==> config.mk <==
export PLATFORM = sky130hd
export DESIGN_NAME = pipe_hazard_ctrl
export DESIGN_NICKNAME = d
export VERILOG_FILES = /design/src/rtl/pipe_hazard_ctrl.sv
export SDC_FILE = /design/constraint.sdc
export NUM_CORES = 1
export LEC_CHECK = 0
export ABC_AREA = 1
export CORE_MARGIN = 5
export CORE_UTILIZATION = 55
export DETAILED_ROUTE_END_ITERATION = 16
export DONT_BUFFER_PORTS = 1
export GPL_ROUTABILITY_DRIVEN = 0
export PLACE_DENSITY = 0.69
export SETUP_SLACK_MARGIN = 0.02
export SYNTH_ARGS = -nofsm -noshare
export SYNTH_HDL_FRONTEND = slang
export SYNTH_SLANG_ARGS = --single-unit
==> constraint.sdc <==
create_clock -name clk -period 5.06 [get_ports clk]
set_input_delay 1.012 -clock clk [delete_from_list [all_inputs] [get_ports clk]]
set_output_delay 1.012 -clock clk [all_outputs]
set_load 0.05 [all_outputs]
==> src/rtl/pipe_hazard_ctrl.sv <==
// rtl/pipe_hazard_ctrl.sv - pipeline stall/flush controller with cycle and retire counters
module pipe_hazard_ctrl (
    input  logic        clk,
    input  logic        rst,
    input  logic        imem_busy,
    input  logic        dmem_busy,
    input  logic        idex_mem_read,
    input  logic [4:0]  idex_rd,
    input  logic [4:0]  ifid_rs1,
    input  logic [4:0]  ifid_rs2,
    input  logic        ifid_use_rs1,
    input  logic        ifid_use_rs2,
    input  logic        branch_taken,
    input  logic        wb_valid,
    output logic        cpu_stall,
    output logic        pc_write,
    output logic        ifid_hold,
    output logic        if_flush,
    output logic        id_flush,
    output logic [63:0] cycle_cnt,
    output logic [63:0] instr_cnt,
    output logic [1:0]  state
);

    typedef enum logic [1:0] {
        ST_RUN      = 2'd0,
        ST_MEM_WAIT = 2'd1,
        ST_FLUSH    = 2'd2
    } state_t;

    state_t      state_q, state_d;
    logic        flush_pend_q, flush_pend_d;
    logic [63:0] cycle_cnt_q, cycle_cnt_d;
    logic [63:0] instr_cnt_q, instr_cnt_d;
    logic        load_use;

    assign cpu_stall = imem_busy | dmem_busy;

    assign load_use = idex_mem_read && (idex_rd != 5'd0) &&
                      ((ifid_use_rs1 && (ifid_rs1 == idex_rd)) ||
                       (ifid_use_rs2 && (ifid_rs2 == idex_rd)));

    always_ff @(posedge clk or posedge rst) begin
        if (rst) begin
            state_q      <= ST_RUN;
            flush_pend_q <= 1'b0;
            cycle_cnt_q  <= 64'd0;
            instr_cnt_q  <= 64'd0;
        end else begin
            state_q      <= state_d;
            flush_pend_q <= flush_pend_d;
            cycle_cnt_q  <= cycle_cnt_d;
            instr_cnt_q  <= instr_cnt_d;
        end
    end

    always_comb begin
        state_d      = state_q;
        flush_pend_d = flush_pend_q;
        pc_write     = 1'b1;
        ifid_hold    = 1'b0;
        if_flush     = 1'b0;
        id_flush     = 1'b0;

        case (state_q)
            ST_RUN:      state_d = cpu_stall ? ST_MEM_WAIT : ST_RUN;
            ST_MEM_WAIT: state_d = cpu_stall ? ST_MEM_WAIT :
                                   (flush_pend_q ? ST_FLUSH : ST_RUN);
            ST_FLUSH:    state_d = cpu_stall ? ST_MEM_WAIT : ST_RUN;
            default:     state_d = ST_RUN;
        endcase

        // A redirect seen during a stall must be replayed once the stall lifts;
        // a new one arriving while leaving FLUSH wins over the clear.
        if (branch_taken && cpu_stall)
            flush_pend_d = 1'b1;
        else if (state_q == ST_FLUSH)
            flush_pend_d = 1'b0;

        if (cpu_stall) begin
            pc_write  = 1'b0;
            ifid_hold = 1'b1;
        end else if (branch_taken || (state_q == ST_FLUSH)) begin
            if_flush = 1'b1;
            id_flush = 1'b1;
        end else if (load_use) begin
            pc_write  = 1'b0;
            ifid_hold = 1'b1;
            id_flush  = 1'b1;
        end

        cycle_cnt_d = cycle_cnt_q + 64'd1;
        instr_cnt_d = (wb_valid && !cpu_stall) ? instr_cnt_q + 64'd1 : instr_cnt_q;
    end

    assign cycle_cnt = cycle_cnt_q;
    assign instr_cnt = instr_cnt_q;
    assign state     = state_q;

endmodule

==> run summary <==
skew final = 0.00944 ns
CTS Sinks = 131
DP Cell Count = 1,299
Yosys top cell by area = dfrtp_1
die area = 17,100 um2
die height = 131 um
Net Count, Synth = 1,142
final hold slack = 0.501 ns
CORE AREA = 14,400 um2
ant diodes = 0
total congestion overflow = 0
initial antenna violation count = 0
final instance count without filler cells = 1,331
Synth Area in Compound Gates = 1.09%
layout cell share with drive strength beyond 1 = 8.63%
grt met2 use = 47.0%
Worst R2R Start = cycle_cnt[1]
f_max = 324 MHz
status = completed
post-synthesis xor/xnor area fraction = 8.76%
I/O pin cnt = 159
largest net degree at the start of global routing = 93
# nets final = 1,160
Yosys top cell area share = 41.0%
synth unique cells = 32
global routing's busiest layer = met2
ANT nets after route = 0
Fillers = 1,357
WHS Endpoint = state[1]
Cell Pwr Density = 283 nW/um2
Hold Violations, Final = 0
Worst IR Drop VDD = 0.243 mV
synth cell count leaders = nand2_1, nor2_1, dfrtp_1
cell depth of the worst hold path = 2
mapped cell area = 8000 um2
reg2reg setup slack = 2.86 ns
area share of fa/ha/maj cells after synthesis = 0.313%
total power = 2.50 mW
post-CTS resize count = 0
vias in the first global route = 7,056
Layout area overhead = 10.2%
top-count cell post-synth = nand2_1
maximum clock insertion buffer count = 2
routed vias = 7,186
TritonCTS buffer count = 17
worst relative slew slack = 44.1%
routed length per instance = 16.6 um
die width = 131 um
largest family of logic cells by synthesized area = simple AND/OR/NAND/NOR gates
FP Rows = 44
leading register cell type out of synthesis = dfrtp_1
Post-Synth Simple-Gate Area = 42.6%
Worst R2R End = cycle_cnt[62]
worst-skew pair later-pin latency = 0.42 ns
post-DP HPWL = 17,600 um
Clock transition at path regs = 0.06 ns
Max-Cap Viols = 0
drt first-iter violations = 409
# setup viols final = 0
drc violations = 0
Worst path max stage delay = 0.36 ns
worst path cell trace = inv_1 > nand2_1 > nor2_1 > inv_1 > nand2_1
Cells after Synth = 1,116
TritonCTS clock tree = done
Warnings, synthesis = 0
DRT Pass-1 Iters = 5
mux share of post-synthesis cell area = 0%
placed instance area = 8230 um2
Clock Tree Root = clkbuf_16
worst reg2reg path depth = 8
WS Path Type = in2out
Area contributors post-synth = dfrtp_1, nand2_1, nor2_1
FFs w/ async S/R, synth = 100%
Worst EP required = 4.05 ns
HP Start = flush_pend_q
RSZ-0062 raised after global routing = no
#FFs+latches synth = 131
GR Util met1 = 31.0%
IO Port Bufs = 0
Worst setup SP type = input pin
syn avg cell area = 7.17 um2
sequential fraction of the synthesis area = 41.0%
EDFF count, synth = 0
Worst Path Arrival = 2.08 ns
Final Cycle Share = 61.0%
H-tree Lvls = 4
Starting Density = 55.5%
first-pass GRT wire length = 35,400 um
Post-CTS Setup Inserts = 0
via-per-instance ratio = 5.40
Critical Path End Type = output pin
fin area = 8820 um2
HP Class = reg2reg
GR Util met3 = 6.87%
Worst Path Max Fanout = 4
Post-CTS Hold Fix Bufs = 0
Routed WL = 22,100 um
Tightest Pin Transition = 0.839 ns
setup TNS = 0 ns
Leak = 3.85 nW
GR Util All Layers = 26.8%
CP max-delay cell = nand2_1
shortest period the worst path allows = 3.09 ns
final slew viol count = 0
state kept, by name (all words and copies together) (netlist names):
register      flops
state             2
cycle_cnt        64
flush_pend_q      1
instr_cnt        64
where the power goes:
| part | leakage (nW) | switching, mW | internal (mW) |
|---|---|---|---|
| Clock | 0.278 | 0.469 | 0.750 |
| Combinational | 1.78 | 0.0694 | 0.0264 |
| Sequential | 1.79 | 0.113 | 1.07 |
per-layer routing:
metal / routed length [um] / vias up
li1: - / 3561
met1: 8490 / 3347
met2: 11200 / 227
met3: 1590 / 51
met4: 799 / 0
met5: 0 / -
stage by stage:
stage | util, % | setup WS (ns)
3_3_place_gp | 57.1 | 1.99
5_1_grt | 61.2 | 1.89
2_1_floorplan | - | 0.550
6_report | 61.2 | 1.97
3_5_place_dp | 57.1 | 1.96
4_1_cts | 61.2 | 1.96
cell usage in the layout, fill, tap and decap left out, drive strengths merged, types with 3 or more instances in the layout:
cell / netlist / layout
xnor2: 32 / 32
o21ai: 14 / 14
xor2: 48 / 48
nand3: 71 / 71
nand3b: 9 / 9
clkbuf: 2 / 20
dfrtp: 131 / 131
nor3: 31 / 31
inv: 128 / 129
clkinv: 1 / 6
and2: 3 / 3
nand2: 363 / 363
nor2: 225 / 225
clkinvlp: 0 / 4
nand4: 50 / 50
logic make-up (layout without fill, tap and decap cells):
kind of cell	count (synthesis)	count (layout)
adders and majority gates	2	2
and+or+nand+nor	754	754
AOI/OAI and AO/OA	17	17
DFF	131	131
xor gates and xnor gates	80	80
buffers and inverters	132	163
area by class of cell:
cell class	instances	area, um2	area share [%]
multi-input combinational	853	4220	47.8
sequential	131	3280	37.2
inverter	129	490	5.56
clock buffer	20	457	5.18
tap	184	230	2.61
clock inverter	12	131	1.49
timing repair buffer	2	15.0	0.170
critical path, delay by kind of cell:
family        cells  cell delay, ns
simple gates      3            0.96
buf+inv           2            0.10
how the worst max path moves through the flow:
stage          startpoint      endpoint  slack (ns)  depth (start not counted)
2_1_floorplan         rst  cycle_cnt[0]        0.55                          1
5_1_grt         imem_busy      id_flush        1.89                          5
6_report        imem_busy      pc_write        1.97                          5
3_3_place_gp    imem_busy      pc_write        1.99                          5
4_1_cts         imem_busy      pc_write        1.96                          5
3_5_place_dp    imem_busy      pc_write        1.96                          5
Power figures use the tool's default switching activity.
